### src/rtl/if_fetch_unit_pkg.sv
// Shared encodings for the instruction-fetch stage: opcodes, exec state and
// fetch FSM states.
package if_fetch_unit_pkg;

  localparam int OPCODE_W = 5;

  typedef enum logic [OPCODE_W-1:0] {
    OP_NOP  = 5'h00,
    OP_JUMP = 5'h10,
    OP_JMPR = 5'h11,
    OP_BZ   = 5'h12,
    OP_BNZ  = 5'h13,
    OP_BN   = 5'h14,
    OP_BNN  = 5'h15,
    OP_BC   = 5'h16,
    OP_BNC  = 5'h17,
    OP_HALT = 5'h1F
  } opcode_e;

  typedef enum logic {
    ST_HOLD = 1'b0,
    ST_EXEC = 1'b1
  } exec_e;

  typedef enum logic {
    FSM_RUN  = 1'b0,
    FSM_HALT = 1'b1
  } fsm_e;

endpackage

### src/rtl/if_branch_resolve.sv
// Combinational resolution of the MEM-stage branch / JMPR into a redirect.
module if_branch_resolve
  import if_fetch_unit_pkg::*;
#(
  parameter int IR_W = 16,
  parameter int OP_W = 5
) (
  input  logic [IR_W-1:0] mem_ir,
  input  logic            zf,
  input  logic            nf,
  input  logic            cf,
  output logic            mem_redirect
);

  localparam logic [OP_W-1:0] C_JMPR = OP_W'(OP_JMPR);
  localparam logic [OP_W-1:0] C_BZ   = OP_W'(OP_BZ);
  localparam logic [OP_W-1:0] C_BNZ  = OP_W'(OP_BNZ);
  localparam logic [OP_W-1:0] C_BN   = OP_W'(OP_BN);
  localparam logic [OP_W-1:0] C_BNN  = OP_W'(OP_BNN);
  localparam logic [OP_W-1:0] C_BC   = OP_W'(OP_BC);
  localparam logic [OP_W-1:0] C_BNC  = OP_W'(OP_BNC);

  logic [OP_W-1:0] op;
  logic            unused_operand;

  assign op             = mem_ir[IR_W-1 -: OP_W];
  assign unused_operand = ^mem_ir[IR_W-OP_W-1:0];

  always_comb begin
    mem_redirect = 1'b0;
    case (op)
      C_BZ:    mem_redirect = zf;
      C_BNZ:   mem_redirect = ~zf;
      C_BN:    mem_redirect = nf;
      C_BNN:   mem_redirect = ~nf;
      C_BC:    mem_redirect = cf;
      C_BNC:   mem_redirect = ~cf;
      C_JMPR:  mem_redirect = 1'b1;
      default: mem_redirect = 1'b0;
    endcase
  end

endmodule

### src/rtl/if_fetch_unit.sv
// Instruction-fetch stage: owns the PC, feeds ID through a valid/ready
// register, resolves ID JUMPs and MEM redirects, and parks in HALT.
module if_fetch_unit
  import if_fetch_unit_pkg::*;
#(
  parameter int                PC_W     = 8,
  parameter int                IR_W     = 16,
  parameter int                OP_W     = 5,
  parameter int                DATA_W   = 16,
  parameter logic [PC_W-1:0]   RESET_PC = '0,
  parameter logic [IR_W-1:0]   NOP_IR   = '0
) (
  input  logic              clock,
  input  logic              reset,
  input  logic              state,
  input  logic              id_ready,
  input  logic [IR_W-1:0]   mem_ir,
  input  logic [DATA_W-1:0] reg_C,
  input  logic              zf,
  input  logic              nf,
  input  logic              cf,
  input  logic [IR_W-1:0]   i_datain,
  output logic [PC_W-1:0]   i_addr,
  output logic [IR_W-1:0]   id_ir,
  output logic [PC_W-1:0]   id_pc,
  output logic              id_valid,
  output logic              flush,
  output logic              halted
);

  localparam logic [OP_W-1:0] C_JUMP = OP_W'(OP_JUMP);
  localparam logic [OP_W-1:0] C_HALT = OP_W'(OP_HALT);

  logic [PC_W-1:0] pc;
  fsm_e            fsm;
  logic            mem_redirect;
  logic [OP_W-1:0] id_op;
  logic            id_jump;
  logic            halt_take;
  logic            unused_reg_c;

  if_branch_resolve #(
    .IR_W (IR_W),
    .OP_W (OP_W)
  ) u_resolve (
    .mem_ir       (mem_ir),
    .zf           (zf),
    .nf           (nf),
    .cf           (cf),
    .mem_redirect (mem_redirect)
  );

  assign id_op        = id_ir[IR_W-1 -: OP_W];
  assign id_jump      = id_valid & (id_op == C_JUMP);
  // HALT is only taken once ID actually accepts it.
  assign halt_take    = id_valid & id_ready & (id_op == C_HALT);
  assign i_addr       = pc;
  assign halted       = (fsm == FSM_HALT);
  assign unused_reg_c = ^reg_C[DATA_W-1:PC_W];

  always_ff @(posedge clock) begin
    if (reset) begin
      pc       <= RESET_PC;
      id_ir    <= NOP_IR;
      id_pc    <= '0;
      id_valid <= 1'b0;
      flush    <= 1'b0;
      fsm      <= FSM_RUN;
    end else if (state == ST_EXEC) begin
      flush <= 1'b0;
      if (mem_redirect) begin
        // Redirect from MEM beats stall, HALT and any JUMP sitting in ID.
        pc       <= reg_C[PC_W-1:0];
        id_ir    <= NOP_IR;
        id_valid <= 1'b0;
        flush    <= 1'b1;
        fsm      <= FSM_RUN;
      end else if ((fsm == FSM_HALT) || halt_take) begin
        id_ir    <= NOP_IR;
        id_valid <= 1'b0;
        fsm      <= FSM_HALT;
      end else if (!id_ready) begin
        pc <= pc;
      end else if (id_jump) begin
        // Squash the wrong-path fetch: no delay slot.
        pc       <= id_ir[PC_W-1:0];
        id_ir    <= NOP_IR;
        id_valid <= 1'b0;
      end else begin
        id_ir    <= i_datain;
        id_pc    <= pc;
        id_valid <= 1'b1;
        pc       <= pc + 1'b1;
      end
    end else begin
      flush <= 1'b0;
    end
  end

endmodule

### config.mk
export PLATFORM = sky130hd
export DESIGN_NAME = if_fetch_unit
export DESIGN_NICKNAME = d
export VERILOG_FILES = /design/src/rtl/if_fetch_unit_pkg.sv /design/src/rtl/if_branch_resolve.sv /design/src/rtl/if_fetch_unit.sv
export SDC_FILE = /design/constraint.sdc
export NUM_CORES = 1
export LEC_CHECK = 0
export CORE_MARGIN = 2
export CORE_UTILIZATION = 42
export DETAILED_ROUTE_END_ITERATION = 8
export GPL_TIMING_DRIVEN = 0
export PLACE_DENSITY_LB_ADDON = 0.3
export RECOVER_POWER = 50
export SKIP_CTS_REPAIR_TIMING = 1
export SLEW_MARGIN = 10
export SYNTH_ARGS = -nofsm -noshare
export SYNTH_HDL_FRONTEND = slang
export SYNTH_HIERARCHICAL = 1
export SYNTH_SLANG_ARGS = --single-unit
### constraint.sdc
create_clock -name clock -period 7.07 [get_ports clock]
set_input_delay 1.7675 -clock clock [delete_from_list [all_inputs] [get_ports clock]]
set_output_delay 1.7675 -clock clock [all_outputs]
set_load 0.01 [all_outputs]
==> impl_metrics.py, run 1 <==
metrics = {
    "synthesis": {
        "async_flop_share_pct": 0,
        "syn_nets": 255,
        "ys.warnings.count": 6,
        "yosysTopAreaCell": "dfxtp_1",
        "yosysUniqueCellTypes": 43,
        "yosysSeqAreaShare_pct": 40.4,
        "ys_top_cells_by_count": "35 x dfxtp_1, 19 x nor2_1, 16 x a32oi_1",
        "synth_edf_count": 0,
        "yosysMostFrequentCell": "dfxtp_1",
        "synth.cell_area_um2": 1740,
        "syn_avg_cell_area_um2": 8.72,
        "synth_ff_type": "dfxtp_1",
        "syn-instance-count": 199,
        "yosys-top-cells-area": "dfxtp_1 40%, a32oi_1 8.1%, nor2_1 4.1%",
        "synth_seq_cells": 35,
        "synth_top_area_share_pct": 40.4,
    },
    "timing": {
        "hold_viol_final": 0,
        "hold_ws_ps": 471,
        "setup_viol": 0,
        "max_freq_mhz": 251,
        "slew_headroom_pct": 67.1,
        "slew_viol_final": 0,
        "rsz0062_at_grt": "no",
        "fin_crit_ps": 3980,
        "worst_slew_pin_slew_ps": 493,
        "finalCritPeriodShare_pct": 56.3,
        "fin_ws_ps": 3090,
        "tns_ps": 0,
        "skew_ps": 8.00,
    },
    "flow_run": {
        "cap_violations": 0,
    },
    "placed_design": {
        "dpl_worst_slack_ps": 2810,
        "io_buffers": 69,
        "place_hpwl_mm": 3.59,
        "place_congestion": 0.831,
    },
    "routing": {
        "wl_mm": 4.84,
        "firstDrtPassIters": 4,
        "drc_errors": 0,
        "drtAntennaViolNets": 0,
        "vias": 1846,
        "wl_per_cell_um": 14.8,
        "drt_iter0_drc": 90,
        "avgViaCountPerCell": 5.66,
    },
    "floorplanning": {
        "chipHeight_um": 68.3,
        "die_w_um": 68.3,
        "dieArea_um2": 4660,
        "start_util_pct": 43.4,
        "fp-row-count": 23,
        "core_area_um2": 4000,
        "ios": 90,
    },
    "cts": {
        "numCtsBuffers": 5,
        "cts_tree": "built",
        "clk_latency_ps": 290,
        "clock_path_buffers": 2,
        "cts-root-buf": "clkbuf_8",
        "clkSinkCount": 35,
        "clkTransAtPathRegs_ps": 70,
        "h-tree-depth": 2,
    },
    "min_path": {
        "hold_class": "register to register",
        "min_from": "id_pc[2]",
    },
    "power_and_ir_drop": {
        "vdd_drop_max_v": 0.000101,
        "p_leak_nw": 0.955,
        "powerDensity_nw_per_um2": 179,
    },
    "finish": {
        "post-route-util_pct": 64.2,
        "drive_gt1_share_pct": 7.97,
        "syn_to_final_growth_pct": 48.1,
        "antenna_cells": 0,
        "fin_nets": 331,
    },
    "global_route": {
        "grt_pass1_vias": 1734,
        "overflow": 0,
        "track_usage_pct": 23.3,
        "grt_max_degree": 11,
        "antenna_found_initial": 0,
        "grt_pass1_wl_mm": 8.07,
    },
    "status": {
        "status": "completed",
    },
    "worst_setup_path": {
        "critPathMaxFanout": 10,
        "cp-end-kind": "register",
        "crit_type": "input port to register",
        "crit_start": "mem_ir[13]",
        "arrival_ps": 4140,
        "r2r_start": "id_ir[11]",
        "cp.required_ps": 7240,
        "cp-start-kind": "input port",
    },
}
==> layout by cell type, fill, tap and decap left out, types with 2 or more instances in the layout <==
cell	count
a311o_1	3
nor3_1	14
and2_0	2
clkbuf_8	5
a32oi_1	16
clkdlybuf4s50_1	34
nor2b_1	2
a211o_1	3
dfxtp_1	35
nand2_1	10
dlygate4sd3_1	35
xor2_1	2
a21oi_1	13
o21ai_0	14
a311oi_2	4
nor2_1	19
clkbuf_1	13
nand3_1	11
buf_2	3
inv_1	5
xnor2_1	2
or3_1	3
o32ai_1	2
a311oi_1	3
==> routing by layer <==
metal	global-route usage (%)	share of wire, %
met5	0	0
met4	9.75	2.0
met3	5.26	4.9
met2	38.8	50
met1	28.8	43
==> report_power, final <==
group,total [mW],internal (mW),leakage [nW],switching (mW)
combinational,0.100,0.0534,0.627,0.0470
sequential,0.220,0.208,0.286,0.0126
clock,0.139,0.0690,0.0422,0.0695
==> cell families after synthesis <==
logic type                 synth area share (%)
AOI/OAI and AO/OA                          30.3
DFF                                        40.4
adders and majority gates                 0.721
xor gates and xnor gates                   2.02
buffers and inverters                      5.19
and+or+nand+nor                            20.8
muxes                                     0.577
==> registers in the layout, indices dropped and copies added (netlist names) <==
signal,cells
id_ir,16
i_addr,8
id_pc,8
flush,1
halted,1
id_valid,1
==> worst paths after layout <==
kind	to	slack, ps	depth (start not counted)
worst max-delay path	id_ir[2]	3090	10
worst min-delay path	id_pc[2]	470	2
worst max register to register	id_ir[2]	5290	5
worst min register to register	id_pc[2]	470	2
==> critical path: stages <==
cell             delay [ps]
clkdlybuf4s50_1         530
mux2i_1                  90
and2_0                  150
o221a_1                 210
buf_2                   190
o31ai_4                 450
a21oi_2                 140
clkbuf_1                260
a32oi_1                 280
nor2_1                   60
==> metrics by stage <==
stage,cells,power [mW],cell area [um^2]
finish,326,0.459,2570
global route,326,0.482,2570
CTS,326,0.466,2570
detailed placement,318,0.329,2490
global placement,318,0.327,2490
floorplan,199,0.275,1740
==> cell type report <==
cell class,count,area [um^2]
fill,371,1430
multi-input combinational,143,945
sequential,35,701
timing repair buffer,69,691
clock buffer,7,76.3
buffer,16,71.3
tap,50,62.6
inverter,5,18.8
clock inverter,1,5.00
No activity file was read; power rests on OpenSTA's default activity.
==> run 2: changes to the inputs <==
--- a/config.mk
+++ b/config.mk
@@ -6,7 +6,7 @@
 export NUM_CORES = 1
 export LEC_CHECK = 0
 export CORE_MARGIN = 2
-export CORE_UTILIZATION = 42
+export CORE_UTILIZATION = 36
 export DETAILED_ROUTE_END_ITERATION = 8
 export GPL_TIMING_DRIVEN = 0
 export PLACE_DENSITY_LB_ADDON = 0.3
==> constraint.sdc (replaced) <==
create_clock -name clock -period 3.4 [get_ports clock]
set_input_delay 0.85 -clock clock [delete_from_list [all_inputs] [get_ports clock]]
set_output_delay 0.85 -clock clock [all_outputs]
set_load 0.01 [all_outputs]
==> impl_metrics.py, run 2 (synthesis results as in run 1) <==
metrics = {
    "timing": {
        "rsz0062_at_grt": "no",
        "slew_headroom_pct": 62.5,
        "setup_viol": 0,
        "hold_viol_final": 0,
        "worst_slew_pin_slew_ps": 562,
        "slew_viol_final": 0,
        "max_freq_mhz": 328,
        "fin_crit_ps": 3050,
        "skew_ps": 4.95,
        "tns_ps": 0,
        "finalCritPeriodShare_pct": 89.8,
    },
    "worst_setup_path": {
        "timing.rr.end": "i_addr[6]",
        "cp.required_ps": 3560,
        "reg2reg_setup_slack_ps": 1580,
        "critPathTopFamily": "compound AO/OA/AOI/OAI gates",
        "cp-start-kind": "input port",
        "critPathSlowestCell": "clkdlybuf4s50_1",
        "path_buf_inv": 3,
        "slowest_delay_ps": 530,
        "crit_chain": "clkdlybuf4s50_1, mux2i_1, and2_0, o221a_1, buf_2, o31ai_4, a21oi_2, clkbuf_1, a32oi_1, nor2_1",
        "r2r_start": "i_addr[0]",
        "critPathMaxFanout": 10,
        "reg2reg_depth": 5,
        "cp-end-kind": "register",
        "crit_type": "input port to register",
        "arrival_ps": 3210,
    },
    "power_and_ir_drop": {
        "power_mw": 1.00,
        "vdd_drop_max_v": 0.000223,
        "switching_share_pct": 27.5,
        "switchingPower_mw": 0.277,
        "seq_power_share_pct": 45.6,
        "combPwrFrac_pct": 20.9,
        "powerDensity_nw_per_um2": 387,
        "p_leak_nw": 0.964,
        "power_frac_clock_pct": 33.6,
        "p_int_mw": 0.728,
    },
    "global_route": {
        "overflow": 0,
        "grt_pass1_wl_mm": 8.20,
        "track_usage_pct": 19.6,
        "grt_max_degree": 11,
        "antenna_found_initial": 0,
        "grt_pass1_vias": 1767,
    },
    "placed_design": {
        "place_hpwl_mm": 3.60,
        "place_congestion": 0.827,
        "io_buffers": 69,
    },
    "floorplanning": {
        "ios": 90,
        "die_w_um": 73.4,
        "chipHeight_um": 73.4,
        "dieArea_um2": 5390,
        "start_util_pct": 37.0,
        "fp-row-count": 25,
        "core_area_um2": 4690,
    },
    "finish": {
        "fillers": 457,
        "largest_reg_flops": 16,
        "regMostFlops": "id_ir",
        "antenna_cells": 0,
        "syn_to_final_growth_pct": 49.5,
        "regArea_um2": 701,
        "multi_input_area_um2": 945,
        "fin_nets": 331,
        "layout_common_cells": "35 x dfxtp_1, 35 x dlygate4sd3_1, 34 x clkdlybuf4s50_1",
        "drive_gt1_share_pct": 8.33,
    },
    "cts": {
        "h-tree-depth": 2,
        "cts-root-buf": "clkbuf_8",
        "cts_tree": "built",
        "clk_latency_ps": 290,
        "clock_path_buffers": 2,
        "clkTransAtPathRegs_ps": 70,
        "clkSinkCount": 35,
        "numCtsBuffers": 5,
    },
    "routing": {
        "wl_mm": 4.89,
        "drtAntennaViolNets": 0,
        "wl_per_cell_um": 14.8,
        "avgViaCountPerCell": 5.62,
        "drt_iter0_drc": 128,
        "vias": 1853,
        "drc_errors": 0,
        "firstDrtPassIters": 4,
    },
    "min_path": {
        "whs_path_depth": 2,
        "min_from": "id_pc[3]",
        "worstHoldEndpoint": "id_pc[3]",
        "hold_class": "register to register",
    },
    "flow_run": {
        "cap_violations": 0,
    },
    "status": {
        "status": "completed",
    },
}
## run 2: cell count changes in the layout (fill, tap and decap cells not counted)
cell      previous run  this run
clkinv_2             1         0
clkbuf_1            13        12
clkbuf_8             5         7
## run 2: through the flow
stage / cells / cell area [um^2] / hold slack, ps / util (%) / worst slack [ps]
finish: 330 / 2590 / 473 / 55.3 / 347
global route: 330 / 2590 / 494 / 55.3 / 166
CTS: 330 / 2590 / 476 / 55.3 / 366
detailed placement: 322 / 2490 / 467 / 53.1 / 63.6
global placement: 322 / 2490 / 463 / 53.1 / 67.3
floorplan: 199 / 1740 / 498 / - / 887
## run 2: how the worst max path moves through the flow
stage                    start   endpoint  depth (start not counted)
floorplan           mem_ir[13]   id_ir[8]                          9
global placement    mem_ir[13]  id_ir[14]                         10
detailed placement  mem_ir[13]   id_ir[8]                         10
CTS                 mem_ir[13]  id_ir[14]                         10
global route        mem_ir[13]  id_ir[14]                         10
finish              mem_ir[13]  id_ir[14]                         10
## run 2: metal layers
layer  share of wire (%)  global-route usage [%]  vias up  wire length (um)
li1                    -                       -      910                 -
met1                  44                    25.0      871              2170
met2                  48                    32.3       64              2330
met3                 6.3                    3.98        8               310
met4                 1.7                    7.68        0                83
met5                   0                       0        -                 0
## run 2: final cells by class
type                            instances  share of cell area, %
Sequential cell                        35                   27.0
Timing Repair Buffer                   69                   26.6
Buffer                                 16                   2.75
Tap cell                               54                   2.60
Inverter                                5                  0.724
Clock buffer                            8                   3.86
Multi-Input combinational cell        143                   36.4
## run 2: worst reg2reg max path, delay by kind of cell, from the launching register on
kind	cells	cell delay (ps)
adders and majority gates	1	260
AOI/OAI and AO/OA	2	600
and+or+nand+nor	2	410
DFF	1	470
## run 2: power by group through the flow
stage               registers, mW  clock network, mW  logic [mW]
floorplan                   0.473                  0       0.100
global placement            0.468                  0       0.214
detailed placement          0.468                  0       0.217
CTS                         0.459              0.341       0.218
global route                0.463              0.353       0.230
finish                      0.458              0.337       0.210
